--- src/rtl/axi_tester_pkg.sv ---
// Shared state encoding, AXI constants and the test pattern for the AXI memory tester.
package axi_tester_pkg;

   localparam logic [2:0] StIdle = 3'd0;
   localparam logic [2:0] StWa   = 3'd1;
   localparam logic [2:0] StWd   = 3'd2;
   localparam logic [2:0] StWb   = 3'd3;
   localparam logic [2:0] StRa   = 3'd4;
   localparam logic [2:0] StRd   = 3'd5;
   localparam logic [2:0] StDone = 3'd6;

   localparam logic [1:0] AXI_BURST_INCR = 2'b01;
   localparam logic [1:0] AXI_RESP_OKAY  = 2'b00;

   function automatic logic [31:0] pat(input logic [31:0] addr, input logic [31:0] seed);
      return addr ^ seed;
   endfunction

endpackage

--- src/rtl/axi_tester_chk.sv ---
// Read-beat comparator with saturating error counter and first-error address latch.
module axi_tester_chk
   import axi_tester_pkg::*;
#(
   parameter logic [3:0] AXI_ID = 4'h1
) (
   input  logic        clk_i,
   input  logic        rst_ni,
   input  logic        clr_i,
   input  logic        beat_i,
   input  logic [31:0] exp_data_i,
   input  logic        exp_last_i,
   input  logic [31:0] beat_addr_i,
   input  logic [31:0] rdata_i,
   input  logic [3:0]  rid_i,
   input  logic [1:0]  rresp_i,
   input  logic        rlast_i,
   input  logic        wr_err_i,
   input  logic [31:0] wr_addr_i,
   output logic [15:0] err_count_o,
   output logic [31:0] first_err_o
);

   logic [15:0] err_count_q, err_count_d;
   logic [31:0] first_err_q, first_err_d;
   logic        rd_err, inc;
   logic [31:0] err_addr;

   // All read-beat faults fold into a single increment.
   assign rd_err = beat_i && ((rdata_i != exp_data_i) || (rresp_i != AXI_RESP_OKAY) ||
                              (rid_i != AXI_ID) || (rlast_i != exp_last_i));
   assign inc      = rd_err || wr_err_i;
   assign err_addr = wr_err_i ? wr_addr_i : beat_addr_i;

   always_comb begin
      err_count_d = err_count_q;
      first_err_d = first_err_q;
      if (clr_i) begin
         err_count_d = '0;
         first_err_d = '0;
      end else if (inc) begin
         if (err_count_q == 16'h0000) first_err_d = err_addr;
         if (err_count_q != 16'hFFFF) err_count_d = err_count_q + 16'd1;
      end
   end

   always_ff @(posedge clk_i or negedge rst_ni) begin
      if (!rst_ni) begin
         err_count_q <= '0;
         first_err_q <= '0;
      end else begin
         err_count_q <= err_count_d;
         first_err_q <= first_err_d;
      end
   end

   assign err_count_o = err_count_q;
   assign first_err_o = first_err_q;

endmodule

--- src/rtl/axi_mem_tester.sv ---
// AXI4 initiator: writes an address-derived pattern in INCR bursts, reads it back and checks it.
module axi_mem_tester
   import axi_tester_pkg::*;
#(
   parameter logic [31:0] BASE_ADDR  = 32'h0000_0000,
   parameter int unsigned BURST_LEN  = 16,
   parameter int unsigned NUM_BURSTS = 1024,
   parameter logic [31:0] SEED       = 32'hA5C3_5A3C,
   parameter logic [3:0]  AXI_ID     = 4'h1
) (
   input  logic        CLK,
   input  logic        RST_N,
   input  logic        start,
   output logic        awvalid,
   input  logic        awready,
   output logic [31:0] awaddr,
   output logic [3:0]  awid,
   output logic [7:0]  awlength,
   output logic [1:0]  awburst,
   output logic        wvalid,
   input  logic        wready,
   output logic [31:0] wdata,
   output logic [3:0]  wstrb,
   output logic        wlast,
   input  logic        bvalid,
   output logic        bready,
   input  logic [3:0]  bid,
   input  logic [1:0]  bresp,
   output logic        arvalid,
   input  logic        arready,
   output logic [31:0] araddr,
   output logic [3:0]  arid,
   output logic [7:0]  arlength,
   output logic [1:0]  arburst,
   input  logic        rvalid,
   output logic        rready,
   input  logic [31:0] rdata,
   input  logic [3:0]  rid,
   input  logic [1:0]  rresp,
   input  logic        rlast,
   output logic        busy,
   output logic        done,
   output logic        pass,
   output logic [15:0] err_count,
   output logic [31:0] first_err,
   output logic [7:0]  led
);

   localparam int unsigned   BCW        = (NUM_BURSTS > 1) ? $clog2(NUM_BURSTS) : 1;
   localparam logic [7:0]    LAST_BEAT  = 8'(BURST_LEN - 1);
   localparam logic [BCW-1:0] LAST_BURST = BCW'(NUM_BURSTS - 1);

   logic [2:0]     state_q, state_d;
   logic [BCW-1:0] burst_cnt_q, burst_cnt_d;
   logic [7:0]     beat_cnt_q, beat_cnt_d;
   logic           clr, last_beat, last_burst, wr_err;
   logic [31:0]    burst_addr, beat_addr;
   logic [3:0]     burst_led;

   assign burst_addr = BASE_ADDR + 32'(burst_cnt_q) * (BURST_LEN * 4);
   assign beat_addr  = burst_addr + {22'b0, beat_cnt_q, 2'b00};
   assign last_beat  = (beat_cnt_q == LAST_BEAT);
   assign last_burst = (burst_cnt_q == LAST_BURST);

   always_comb begin
      state_d     = state_q;
      burst_cnt_d = burst_cnt_q;
      beat_cnt_d  = beat_cnt_q;
      clr         = 1'b0;
      case (state_q)
         StIdle, StDone: begin
            if (start) begin
               state_d     = StWa;
               burst_cnt_d = '0;
               beat_cnt_d  = '0;
               clr         = 1'b1;
            end
         end
         StWa: if (awready) state_d = StWd;
         StWd: begin
            if (wready) begin
               if (last_beat) begin
                  state_d    = StWb;
                  beat_cnt_d = '0;
               end else begin
                  beat_cnt_d = beat_cnt_q + 8'd1;
               end
            end
         end
         StWb: begin
            if (bvalid) begin
               state_d     = last_burst ? StRa : StWa;
               burst_cnt_d = last_burst ? '0 : burst_cnt_q + BCW'(1);
            end
         end
         StRa: if (arready) state_d = StRd;
         StRd: begin
            if (rvalid) begin
               // Either an rlast or the final expected beat closes the burst.
               if (rlast || last_beat) begin
                  state_d     = last_burst ? StDone : StRa;
                  burst_cnt_d = last_burst ? '0 : burst_cnt_q + BCW'(1);
                  beat_cnt_d  = '0;
               end else begin
                  beat_cnt_d = beat_cnt_q + 8'd1;
               end
            end
         end
         default: state_d = StIdle;
      endcase
   end

   always_ff @(posedge CLK or negedge RST_N) begin
      if (!RST_N) begin
         state_q     <= StIdle;
         burst_cnt_q <= '0;
         beat_cnt_q  <= '0;
      end else begin
         state_q     <= state_d;
         burst_cnt_q <= burst_cnt_d;
         beat_cnt_q  <= beat_cnt_d;
      end
   end

   assign awvalid  = (state_q == StWa);
   assign awaddr   = burst_addr;
   assign awid     = AXI_ID;
   assign awlength = LAST_BEAT;
   assign awburst  = AXI_BURST_INCR;
   assign wvalid   = (state_q == StWd);
   assign wdata    = pat(beat_addr, SEED);
   assign wstrb    = 4'hF;
   assign wlast    = last_beat;
   assign bready   = (state_q == StWb);
   assign arvalid  = (state_q == StRa);
   assign araddr   = burst_addr;
   assign arid     = AXI_ID;
   assign arlength = LAST_BEAT;
   assign arburst  = AXI_BURST_INCR;
   assign rready   = (state_q == StRd);

   assign wr_err = bvalid && bready && ((bresp != AXI_RESP_OKAY) || (bid != AXI_ID));

   axi_tester_chk #(
      .AXI_ID(AXI_ID)
   ) u_chk (
      .clk_i      (CLK),
      .rst_ni     (RST_N),
      .clr_i      (clr),
      .beat_i     (rvalid && rready),
      .exp_data_i (wdata),
      .exp_last_i (last_beat),
      .beat_addr_i(beat_addr),
      .rdata_i    (rdata),
      .rid_i      (rid),
      .rresp_i    (rresp),
      .rlast_i    (rlast),
      .wr_err_i   (wr_err),
      .wr_addr_i  (burst_addr),
      .err_count_o(err_count),
      .first_err_o(first_err)
   );

   assign busy = (state_q != StIdle) && (state_q != StDone);
   assign done = (state_q == StDone);
   assign pass = done && (err_count == 16'h0000);

   if (BCW >= 4) begin : g_led_wide
      assign burst_led = burst_cnt_q[3:0];
   end else begin : g_led_narrow
      assign burst_led = 4'(burst_cnt_q);
   end

   assign led = {busy, done, pass, (err_count != 16'h0000), burst_led};

endmodule

--- config.mk ---
export PLATFORM = sky130hd
export DESIGN_NAME = axi_mem_tester
export DESIGN_NICKNAME = d
export VERILOG_FILES = /design/src/rtl/axi_tester_pkg.sv /design/src/rtl/axi_tester_chk.sv /design/src/rtl/axi_mem_tester.sv
export SDC_FILE = /design/constraint.sdc
export NUM_CORES = 1
export LEC_CHECK = 0
export ABC_AREA = 1
export CAP_MARGIN = 20
export CORE_MARGIN = 1.5
export CORE_UTILIZATION = 45
export DETAILED_ROUTE_END_ITERATION = 16
export PLACE_DENSITY_LB_ADDON = 0.08
export SLEW_MARGIN = 20
export SYNTH_ARGS = -nofsm -noshare
export SYNTH_HDL_FRONTEND = slang
export SYNTH_SLANG_ARGS = --single-unit
export TNS_END_PERCENT = 30
--- constraint.sdc ---
create_clock -name CLK -period 6.2 [get_ports CLK]
set_input_delay 1.86 -clock CLK [delete_from_list [all_inputs] [get_ports CLK]]
set_output_delay 1.86 -clock CLK [all_outputs]
set_load 0.01 [all_outputs]
==> impl_metrics.yaml, run 1 <==
synth:
  synth-edff-count: 0
  yosys_warnings: 0
  async_flop_share: 1.000
  synth_top_area_frac: 0.2604
  muxShareOfSynthArea: 0
  synthTopCellsByArea: "dfrtp_1 (26%), buf_4 (20%), nand2_1 (13%)"
  synth-compound-area-share: 0.07336
  post_synth.cell_area_avg_sq_um: 6.628
  synth.distinct_cells: 44
  netlist_instances: 754
  synth-xor-area-share: 0.01027
  synth_seq_area_share: 0.2604
  synth_fa_ha_area_frac: 0.02654
  synthFlopType: "dfrtp_1"
  synth_top_family_by_area: "simple AND/OR/NAND/NOR gates"
  synth.most_common_cell: "nand2_1"
  netlist_area_sq_um: 4997
  synth_common_cells: "nand2_1 (173), buf_4 (136), inv_1 (102)"
  yosys.area_share.simple: 0.3317
  synth_top_area_cell: "dfrtp_1"
  ys_ff_latch: 52
floorplan:
  design.core.area_sq_um: 10840
  die_h_um: 108.4
  die_area_sq_um: 11750
  initial_core_util: 0.4610
  rows: 38
  ios: 246
  fp.dieW_um: 108.4
final_layout:
  num-fill-cells: 1119
  fin_nets: 923
  regArea_sq_um: 1301
  n_antenna_cell: 0
  multi_input_area_sq_um: 2621
  final_cell_area_sq_um: 5971
  syn_to_final_growth_pct: 19.48
  drive_above_1_share: 0.03833
timing:
  post-route-period-util: 0.7262
  max-slew-margin-rel: 0.4817
  maxSlewViolCount: 0
  skew_ns: 0.006228
  max_slew.worst_pin.slew_ns: 0.7755
  finalHoldViolCount: 0
  max_freq_mhz: 222.1
  setup_viol_count_final: 0
  finalSetupTns_ns: 0
  layout_min_cycle_time_ns: 4.503
  rsz0062_at_grt: "false"
worst_setup_path:
  worst-endpoint-arrival_ns: 2.64
  critPathLaunchType: "register"
  crit_family: "adder cells"
  critPathMaxStageDelay_ns: 0.55
  critPathMaxFanout: 7
  cp_slowest_cell: "clkdlybuf4s50_1"
  end_kind: "output pin"
  worst_path_most_repeated_cell: "nand2_1"
  worst-path-buf-inv: 1
  cp_cell_sequence: "ha_1 -> fa_1 -> nand3_1 -> nand2_2 -> nand2_1 -> nand2_1 -> nand2_1 -> clkdlybuf4s50_1"
  crit_type: "reg2out"
  crit_required_ns: 4.34
global_routing:
  antenna_found_initial: 0
  grt_max_degree: 53
  grt_pass1_vias: 4074
  grt.overflow.total: 0
  grt_pass1_wl_mm: 19.48
  gr-usage-all-layers: 0.2083
placed_design:
  gp_congestion: 0.8839
  portBuffers: 135
  hpwl_mm: 9.823
  placed_cell_area_sq_um: 5849
routing:
  drtPass1Iterations: 5
  vias: 4714
  wl_per_cell_um: 12.38
  drc: 0
  vias_per_cell: 4.709
  drt_iter0_drc: 263
  ant_nets: 0
  wirelength_mm: 12.40
clock_tree:
  clkSinkCount: 52
  cts-htree-levels: 2
  path_clk_slew_ns: 0.10
  cts_max_path_buffers: 2
  clk_latency_ns: 0.31
  tritoncts: "yes"
  cts_hold_buf: 0
  clockRootBuffer: "clkbuf_8"
  ctsResizeCount: 0
  cts_setup_buffers: 0
  cts_buffers: 5
power_and_ir_drop:
  p_per_area_nw_per_um2: 289.8
  ir_drop_mv: 0.1377
  p_leak_nw: 3.063
worst_hold_path:
  hold_path_class: "reg2reg"
status:
  status: "completed"
job:
  cap_violations: 0
-- stage by stage --
| step | worst slack [ns] | utilization | total power, mW | hold slack, ns | std cells |
|---|---|---|---|---|---|
| 6_report | 1.697 | 0.5508 | 1.730 | 0.4870 | 1001 |
| 5_1_grt | 1.532 | 0.5508 | 1.873 | 0.4989 | 1001 |
| 4_1_cts | 1.718 | 0.5508 | 1.734 | 0.4914 | 1001 |
| 3_5_place_dp | 1.929 | 0.5396 | 1.477 | 0.4665 | 993 |
| 3_3_place_gp | 2.019 | 0.5396 | 1.460 | 0.4601 | 993 |
| 2_1_floorplan | 2.713 | - | 1.174 | 0.4963 | 862 |
-- registers in the layout, indices dropped and copies added (netlist names) --
name	count
u_chk.first_err_o	15
state_q	3
burst_cnt_q	10
beat_cnt_q	8
u_chk.err_count_o	16
-- cell usage in the layout, fill, tap and decap left out, types with 3 or more instances in the layout --
master,n
conb_1,110
nand2_4,3
nand2_2,4
nand4_1,7
nor2_2,5
o22ai_1,3
nand2_1,173
ha_1,9
nand3_1,77
nor2_1,65
nor3b_1,6
nor3_1,18
dfrtp_1,52
clkdlybuf4s50_1,134
inv_1,102
o21ai_0,28
a21oi_1,19
a22oi_1,3
o211ai_1,4
clkbuf_8,6
-- kinds of logic after synthesis --
| group | after synthesis |
|---|---|
| xor+xnor | 5 |
| compound gates | 65 |
| simple gates | 369 |
| buf+inv | 251 |
| flops | 52 |
| fa+ha+maj | 10 |
| other cells | 2 |
-- worst reg2reg max path, stage by stage (launching register included) --
cell and delay [ns]:
dfrtp_1 0.46, ha_1 0.21, nand2_1 0.11, nor2_1 0.18, nand4_1 0.19, ha_1 0.33, inv_1 0.05, nand2_1 0.04
nor2_1 0.09, nand2_1 0.05, nor2_1 0.10, nand2_1 0.06, nor2_1 0.15, nand3_1 0.09, nor2_1 0.09, nand4_1 0.12
nand2_2 0.11, nand2_4 0.22, nand2_4 0.27, nand2_1 0.09, nand2_1 0.06
-- power breakdown --
part	total [mW]	internal [mW]	leakage [nW]	switching (mW)
sequential	0.503	0.415	0.704	0.0872
combinational	0.971	0.398	2.30	0.574
clock	0.257	0.132	0.0614	0.124
total	1.73	0.945	3.06	0.785
-- per-layer routing --
layer	vias up	wire, um	global-route usage
li1	2347	-	-
met1	2129	5342	0.2687
met2	220	5973	0.3644
met3	18	868	0.03195
met4	0	210	0.05075
met5	-	0	0
-- final cells by class --
class / count / area share
inverter: 106 / 0.06664
sequential: 52 / 0.2179
tap: 140 / 0.02934
multi-input combinational: 559 / 0.4390
timing repair buffer: 136 / 0.2267
clock inverter: 2 / 0.006496
clock buffer: 6 / 0.01383
-- path summary, 6_finish.rpt --
path | start | end | slack [ns] | cells past startpoint
max | burst_cnt_q[0] | wdata[14] | 1.70 | 8
min | u_chk.first_err_o[12] | u_chk.first_err_o[12] | 0.49 | 2
max reg2reg | beat_cnt_q[0] | u_chk.err_count_o[1] | 3.07 | 20
min reg2reg | u_chk.first_err_o[12] | u_chk.first_err_o[12] | 0.49 | 2
max in group asynchronous | RST_N | burst_cnt_q[3] | 4.07 | 2
min in group asynchronous | RST_N | u_chk.err_count_o[8] | 1.66 | 2
No activity file was read; power rests on OpenSTA's default activity.
==> inputs of run 2 (changes only) <==
Settings changed: CORE_UTILIZATION 45 to 38.
Clock period 6.2 ns to 3.7 ns, I/O delays scaled along.
==> run 2 against run 1 <==
Worst hold slack worse by 0.0093 ns. Register-to-register slack worse by 2.4 ns. First-iteration DRC count up 1.5%. Via count down 0.78%. Global-route usage down 2.9 points. Clock power up 86%. Die area up 18%. Design area up 1.8%. Sequential power up 68%. Flip-flop and latch count unchanged. Combinational power up 70%. Worst setup slack worse by 1.6 ns.
==> impl_metrics.yaml, run 2 (synthesis gave the netlist of run 1 again) <==
final_layout:
  syn_to_final_growth_pct: 21.61
  drive_above_1_share: 0.04619
  layout_commonest_cell: "nand2_1"
  n_antenna_cell: 0
  largest_register_ffs: 16
  num-fill-cells: 1368
  fin_nets: 928
  layout_common_cells: "nand2_1 (173), clkdlybuf4s50_1 (134), conb_1 (110), inv_1 (102), nand3_1 (77)"
placed_design:
  hpwl_mm: 10.28
  dpl_worst_slack_ns: 0.1167
  portBuffers: 135
  gp_congestion: 0.8147
worst_setup_path:
  critPathMaxFanout: 7
  crit_type: "reg2out"
  critPathLaunchType: "register"
  worst-endpoint-arrival_ns: 2.47
  crit_required_ns: 2.59
  end_kind: "output pin"
timing:
  maxSlewViolCount: 0
  max-slew-margin-rel: 0.3941
  post-route-period-util: 0.9667
  layout_min_cycle_time_ns: 3.577
  skew_ns: 0.008823
  rsz0062_at_grt: "false"
  finalHoldViolCount: 0
  setup_viol_count_final: 0
  max_slew.worst_pin.slew_ns: 0.9088
  fin_ws_ns: 0.1231
  finalSetupTns_ns: 0
  max_freq_mhz: 279.6
floorplan:
  rows: 41
  fp.dieW_um: 117.7
  design.core.area_sq_um: 12720
  die_h_um: 117.7
  die_area_sq_um: 13850
  ios: 246
  initial_core_util: 0.3928
routing:
  drc: 0
  vias_per_cell: 4.506
  wl_per_cell_um: 12.29
  wirelength_mm: 12.76
  vias: 4677
  drt_iter0_drc: 267
  ant_nets: 0
  drtPass1Iterations: 7
clock_tree:
  clockRootBuffer: "clkbuf_16"
  cts_max_path_buffers: 2
  cts-htree-levels: 2
  tritoncts: "yes"
  cts_buffers: 5
  clkSinkCount: 52
  clk_latency_ns: 0.29
  cts_hold_buf: 0
  ctsResizeCount: 0
  path_clk_slew_ns: 0.08
  cts_setup_buffers: 0
power_and_ir_drop:
  ir_drop_mv: 0.2461
  p_leak_nw: 3.092
  p_per_area_nw_per_um2: 489.2
job:
  cap_violations: 0
global_routing:
  grt_pass1_wl_mm: 20.53
  grt.overflow.total: 0
  gr-usage-all-layers: 0.1795
  antenna_found_initial: 0
  grt_pass1_vias: 4183
  grt_max_degree: 41
worst_hold_path:
  hold_path_class: "reg2reg"
status:
  status: "completed"
-- run 2: cell count changes in the layout (fill, tap and decap cells not counted) --
| cell | delta |
|---|---|
| clkbuf_8 | -6 |
| dfrtp_2 | +1 |
| dfrtp_1 | -1 |
| clkinvlp_4 | +1 |
| clkinv_2 | +1 |
| buf_4 | +5 |
| bufinv_16 | -1 |
| ha_1 | -1 |
| inv_6 | +1 |
| clkbuf_16 | +5 |
| ha_2 | +1 |
| clkinv_4 | -1 |
-- run 2: path summary, 6_finish.rpt --
| path | from | to | slack, ns | depth (start not counted) |
|---|---|---|---|---|
| worst max-delay path | burst_cnt_q[0] | wdata[14] | 0.12 | 8 |
| worst min-delay path | u_chk.first_err_o[11] | u_chk.first_err_o[11] | 0.48 | 2 |
| worst max register to register | beat_cnt_q[0] | u_chk.err_count_o[1] | 0.63 | 20 |
| worst min register to register | u_chk.first_err_o[11] | u_chk.first_err_o[11] | 0.48 | 2 |
| max in group asynchronous | RST_N | beat_cnt_q[0] | 2.08 | 2 |
| min in group asynchronous | RST_N | u_chk.err_count_o[6] | 0.95 | 1 |
-- run 2: layout make-up --
class / instances / area, sq um / share of cell area
repair buffers: 141 / 1391 / 0.2289
clock buffers: 5 / 125.1 / 0.02059
clock inverters: 3 / 21.27 / 0.003500
multi-input cells: 559 / 2624 / 0.4317
inverters: 106 / 397.9 / 0.06547
well taps: 172 / 215.2 / 0.03541
flip-flops and latches: 52 / 1303 / 0.2143
-- run 2: report_power, final --
| group | total (mW) | internal, mW | switching, mW |
|---|---|---|---|
| sequential | 0.844 | 0.698 | 0.146 |
| clock | 0.479 | 0.253 | 0.226 |
| combinational | 1.65 | 0.687 | 0.963 |
| total | 2.97 | 1.64 | 1.34 |
-- run 2: worst max-delay path, cell delays in order, from the launching register on --
cell and delay, ns:
dfrtp_2 0.46, ha_2 0.24, fa_1 0.42, nand3_1 0.14, nand2_2 0.11, nand2_1 0.07, nand2_1 0.06, nand2_1 0.12
clkdlybuf4s50_1 0.55
-- run 2: metal layers --
layer / track usage / part of all wire / up-vias / routed length (um)
met4: 0.04497 / 0.016 / 0 / 209
li1: - / - / 2359 / -
met3: 0.03828 / 0.078 / 12 / 999
met1: 0.2287 / 0.43 / 2105 / 5456
met2: 0.3088 / 0.48 / 201 / 6092
met5: 0 / 0 / - / 0
-- run 2: per-stage QoR --
stage / power [mW] / std cells / hold slack [ns] / util / cell area (sq um)
detailed placement: 2.521 / 1030 / 0.4660 / 0.4659 / 5927
global route: 3.210 / 1038 / 0.4959 / 0.4777 / 6077
global placement: 2.491 / 1030 / 0.4636 / 0.4659 / 5927
CTS: 3.004 / 1038 / 0.4842 / 0.4774 / 6073
finish: 2.973 / 1038 / 0.4778 / 0.4777 / 6077
floorplan: 1.967 / 862 / 0.4963 / - / 5403
